==> src/rtl/shared_reg_arbiter.sv <==
// Shared nbits-wide register with a four-requester round-robin write arbiter.
// Requesters that win arbitration may lock the register for multi-cycle bursts.
//   clk, rst      : clock and synchronous active-high reset
//   req, lock     : per-requester write request and lock (bit i = requester i)
//   wdata0..3     : write data for requesters 0..3
//   grant         : combinational one-hot (or zero) grant
//   q             : shared register value
//   upd, last_id  : registered write strobe and index of the most recent writer
module shared_reg_arbiter #(
  parameter int unsigned nbits = 8
) (
  input  logic             clk,
  input  logic             rst,
  input  logic [3:0]       req,
  input  logic [3:0]       lock,
  input  logic [nbits-1:0] wdata0,
  input  logic [nbits-1:0] wdata1,
  input  logic [nbits-1:0] wdata2,
  input  logic [nbits-1:0] wdata3,
  output logic [3:0]       grant,
  output logic [nbits-1:0] q,
  output logic             upd,
  output logic [1:0]       last_id
);

  logic [nbits-1:0] q_q, q_d;
  logic [1:0]       ptr_q, ptr_d;
  logic             locked_q, locked_d;
  logic [1:0]       owner_q, owner_d;
  logic             upd_q, upd_d;
  logic [1:0]       last_id_q, last_id_d;

  logic [nbits-1:0] wdata_sel;
  logic             gvalid;
  logic [1:0]       gidx;
  logic [1:0]       idx;

  always_comb begin
    gvalid = 1'b0;
    gidx   = '0;
    idx    = '0;
    if (!rst) begin
      if (locked_q && req[owner_q]) begin
        gvalid = 1'b1;
        gidx   = owner_q;
      end else begin
        // Owner dropping req falls through to round-robin from the held ptr.
        for (int unsigned i = 0; i < 4; i++) begin
          idx = ptr_q + 2'(i);
          if (!gvalid && req[idx]) begin
            gvalid = 1'b1;
            gidx   = idx;
          end
        end
      end
    end
  end

  always_comb begin
    grant = '0;
    if (gvalid) grant[gidx] = 1'b1;
  end

  always_comb begin
    case (gidx)
      2'd0:    wdata_sel = wdata0;
      2'd1:    wdata_sel = wdata1;
      2'd2:    wdata_sel = wdata2;
      default: wdata_sel = wdata3;
    endcase
  end

  always_comb begin
    q_d       = q_q;
    ptr_d     = ptr_q;
    owner_d   = owner_q;
    last_id_d = last_id_q;
    upd_d     = 1'b0;
    // Any cycle without a grant releases a held lock.
    locked_d  = 1'b0;
    if (gvalid) begin
      q_d       = wdata_sel;
      upd_d     = 1'b1;
      last_id_d = gidx;
      owner_d   = gidx;
      locked_d  = lock[gidx];
      if (!lock[gidx]) ptr_d = gidx + 2'd1;
    end
  end

  always_ff @(posedge clk) begin
    if (rst) begin
      q_q       <= '0;
      ptr_q     <= '0;
      locked_q  <= 1'b0;
      owner_q   <= '0;
      upd_q     <= 1'b0;
      last_id_q <= '0;
    end else begin
      q_q       <= q_d;
      ptr_q     <= ptr_d;
      locked_q  <= locked_d;
      owner_q   <= owner_d;
      upd_q     <= upd_d;
      last_id_q <= last_id_d;
    end
  end

  assign q       = q_q;
  assign upd     = upd_q;
  assign last_id = last_id_q;

endmodule

==> config.mk <==
export PLATFORM = sky130hd
export DESIGN_NAME = shared_reg_arbiter
export DESIGN_NICKNAME = d
export VERILOG_FILES = /design/src/rtl/shared_reg_arbiter.sv
export SDC_FILE = /design/constraint.sdc
export NUM_CORES = 1
export LEC_CHECK = 0
export ABC_AREA = 1
export BUFFER_PORTS_ARGS = -buffer_cell sky130_fd_sc_hd__buf_2
export CORE_ASPECT_RATIO = 1.75
export CORE_MARGIN = 5
export CORE_UTILIZATION = 40
export DETAILED_ROUTE_END_ITERATION = 8
export GPL_ROUTABILITY_DRIVEN = 0
export PLACE_DENSITY = 0.8
export SLEW_MARGIN = 30
export SYNTH_ARGS = -nofsm -noshare
export SYNTH_HDL_FRONTEND = slang
export SYNTH_SLANG_ARGS = --single-unit
==> constraint.sdc <==
create_clock -name clk -period 5.5 [get_ports clk]
set_input_delay 0.275 -clock clk [delete_from_list [all_inputs] [get_ports clk]]
set_output_delay 0.275 -clock clk [all_outputs]
set_load 0.01 [all_outputs]
==> results.json <==
{
  "area_growth_pct": 26.8,
  "start_util_pct": 41.5,
  "worstMarginPinSlew_ns": 0.451,
  "min_period_over_period_pct": 54.7,
  "die_height_um": 82.5,
  "cts_max_path_buffers": 2,
  "wl_per_cell_um": 12.6,
  "slowest_stage": "dfxtp_1",
  "max_stage_delay_ns": 0.60,
  "synth.distinct_cells": 25,
  "cts_resized": 0,
  "min_path_type": "in -> reg",
  "first_pass_iters": 4,
  "relSlewSlack_pct": 69.9,
  "viasPerCell": 5.20,
  "numPortBuffers": 56,
  "vias": 1389,
  "setup_viol": 0,
  "numCtsBuffers": 3,
  "dieArea_mm2": 0.00424,
  "htree_levels": 1,
  "synth_nets": 234,
  "cp-start-kind": "flop",
  "reg2reg_depth": 14,
  "p_int_mw": 0.430,
  "synth_flop_cell": "dfxtp_1",
  "synth_area_mm2": 0.00120,
  "cp-endpoint": "grant[2]",
  "synth_top_cell_area_share_pct": 23.3,
  "ctsHoldBuffers": 0,
  "synth_seq_cells": 14,
  "drt_iter0_drc": 38,
  "r2r_slack_ns": 2.52,
  "final_area_mm2": 0.00152,
  "gr-total-overflow": 0,
  "post_cts_buffers": 0,
  "grt_max_degree": 17,
  "dp_hpwl_mm": 2.71,
  "cts_tree": "done",
  "synth_warnings": 0,
  "ant_nets": 0,
  "clk_latency_ns": 0.24,
  "syn_inst": 187,
  "synth_edf_count": 0,
  "end_kind": "primary output",
  "yosys-top-cells-count": "66 x nand2_1, 17 x inv_1, 14 x dfxtp_1, 13 x nand3_1, 13 x nor2_1",
  "r2r-start": "ptr_q[0]$_SDFFE_PP0P_",
  "fmax_mhz": 333,
  "avgSynthCellArea_um2": 6.42,
  "crit_start": "ptr_q[0]$_SDFFE_PP0P_",
  "tns_ns": 0,
  "seqPwrFrac_pct": 20.2,
  "fin_skew_ns": 0.00434,
  "antenna_found_initial": 0,
  "drcViolationCount": 0,
  "grt_pass1_vias": 1420,
  "cp_max_fo": 10,
  "finalPower_mw": 0.900,
  "cp.arrival_ns": 2.73,
  "ios": 57,
  "dpl_cell_area_mm2": 0.00148,
  "synth.most_common_cell": "nand2_1",
  "drive_above_1_share_pct": 35.6,
  "switching_power_mw": 0.469,
  "clk_pin_slew_ns": 0.06,
  "finalMaxSlewViolations": 0,
  "rows": 26,
  "cts_num_sinks": 14,
  "power_density_mw_per_mm2": 591,
  "fp.coreArea_mm2": 0.00290,
  "synth_area_leader_cell": "dfxtp_1",
  "power.share.switching_pct": 52.2,
  "hold_violations": 0,
  "routed_wl_mm": 3.37,
  "maxCapViolations": 0,
  "nets": 288,
  "power.leakage_nw": 0.855,
  "grt_pass1_wl_mm": 5.71,
  "antenna_cells": 0,
  "synth_area_leaders": "dfxtp_1 23%, nand2_1 21%, a221oi_1 5.8%",
  "synth_seq_area_share_pct": 23.3,
  "root_buffer": "clkbuf_8",
  "r2r-end": "q[1]$_SDFFE_PP0P_",
  "die_x_um": 51.4,
  "period_minus_slack_ns": 3.01,
  "clock_power_share_pct": 9.3,
  "setup_ws_ns": 2.49,
  "worstPathCellList": "nand2_1, nand3_1, nand2_1, nor2_4, nand3_1, nand3_1, nand2_1, a21oi_1, ha_1, inv_1, nor2_1, buf_2",
  "pwr-share-comb_pct": 70.5,
  "peakVddDrop_v": 0.000346,
  "dp_worst_setup_slack_ns": 2.61,
  "worstPathRequired_ns": 5.22,
  "worstSetupPathType": "reg -> out",
  "grt_use_total_pct": 17.0,
  "status": "complete, no violations",
  "rsz0062_at_grt": "false",
  "async_flop_share_pct": 0
}
## layout by cell type (no fill, tap or decap), drive strengths merged
cell type / count
a21oi: 4
a221oi: 8
buf: 56
clkbuf: 3
dfxtp: 14
ha: 5
inv: 21
nand2: 80
nand3: 15
nand4: 2
nor2: 19
o211ai: 1
o21ai: 2
o31ai: 1
o32ai: 8
## stage by stage
step | utilization [%] | hold slack [ns] | std cells
after global placement | 51.2 | 0.460 | 264
final | 52.6 | 0.219 | 267
after detailed placement | 51.2 | 0.461 | 264
after global routing | 52.6 | 0.229 | 267
after floorplan | - | 0.344 | 187
after CTS | 52.6 | 0.218 | 267
## how the worst min path moves through the flow
stage	endpoint	start	cells after the start
global placement	q[0]$_SDFFE_PP0P_	q[0]$_SDFFE_PP0P_	2
CTS	last_id[0]$_SDFFE_PP0P_	rst	2
detailed placement	q[4]$_SDFFE_PP0P_	q[4]$_SDFFE_PP0P_	2
global route	last_id[0]$_SDFFE_PP0P_	rst	2
finish	last_id[0]$_SDFFE_PP0P_	rst	2
floorplan	last_id[0]$_SDFFE_PP0P_	rst	1
## power groups by stage
| stage | combinational, mW | clock (mW) | sequential (mW) |
|---|---|---|---|
| after floorplan | 0.488 | 0 | 0.182 |
| after global placement | 0.624 | 0 | 0.183 |
| after detailed placement | 0.630 | 0 | 0.182 |
| after CTS | 0.638 | 0.0853 | 0.181 |
| after global routing | 0.720 | 0.0884 | 0.187 |
| final | 0.634 | 0.0838 | 0.181 |
## critical path: cells and delay by family, from the launching register on
family	cells	cell delay [ns]
AOI/OAI and AO/OA	1	0.34
adders and majority gates	1	0.44
buffers and inverters	2	0.22
DFF	1	0.60
and+or+nand+nor	8	0.89
## routing by layer
layer	vias to the layer above	global-route usage (%)	routed length, um
met5	-	0	0
met4	0	5.51	40
met3	6	2.87	204
met2	46	34.3	1870
met1	619	16.8	1250
li1	718	-	-
## registers in the layout, indices dropped and copies added (netlist names)
signal	flops
q	8
last_id	2
ptr_q	2
locked_q	1
upd	1
## cell families after synthesis
group           share of synthesized area, %
flops                                   23.3
buf+inv                                 10.1
compound gates                          15.4
simple gates                            45.9
fa+ha+maj                               5.21
## area by class of cell
type	instances	area (um2)
clock buffers	3	41.3
repair buffers	56	280
flip-flops and latches	14	280
inverters	21	86.3
multi-input cells	145	800
fillers	302	1370
well taps	28	35.0
Note: power is estimated with default switching activity, not from simulation.
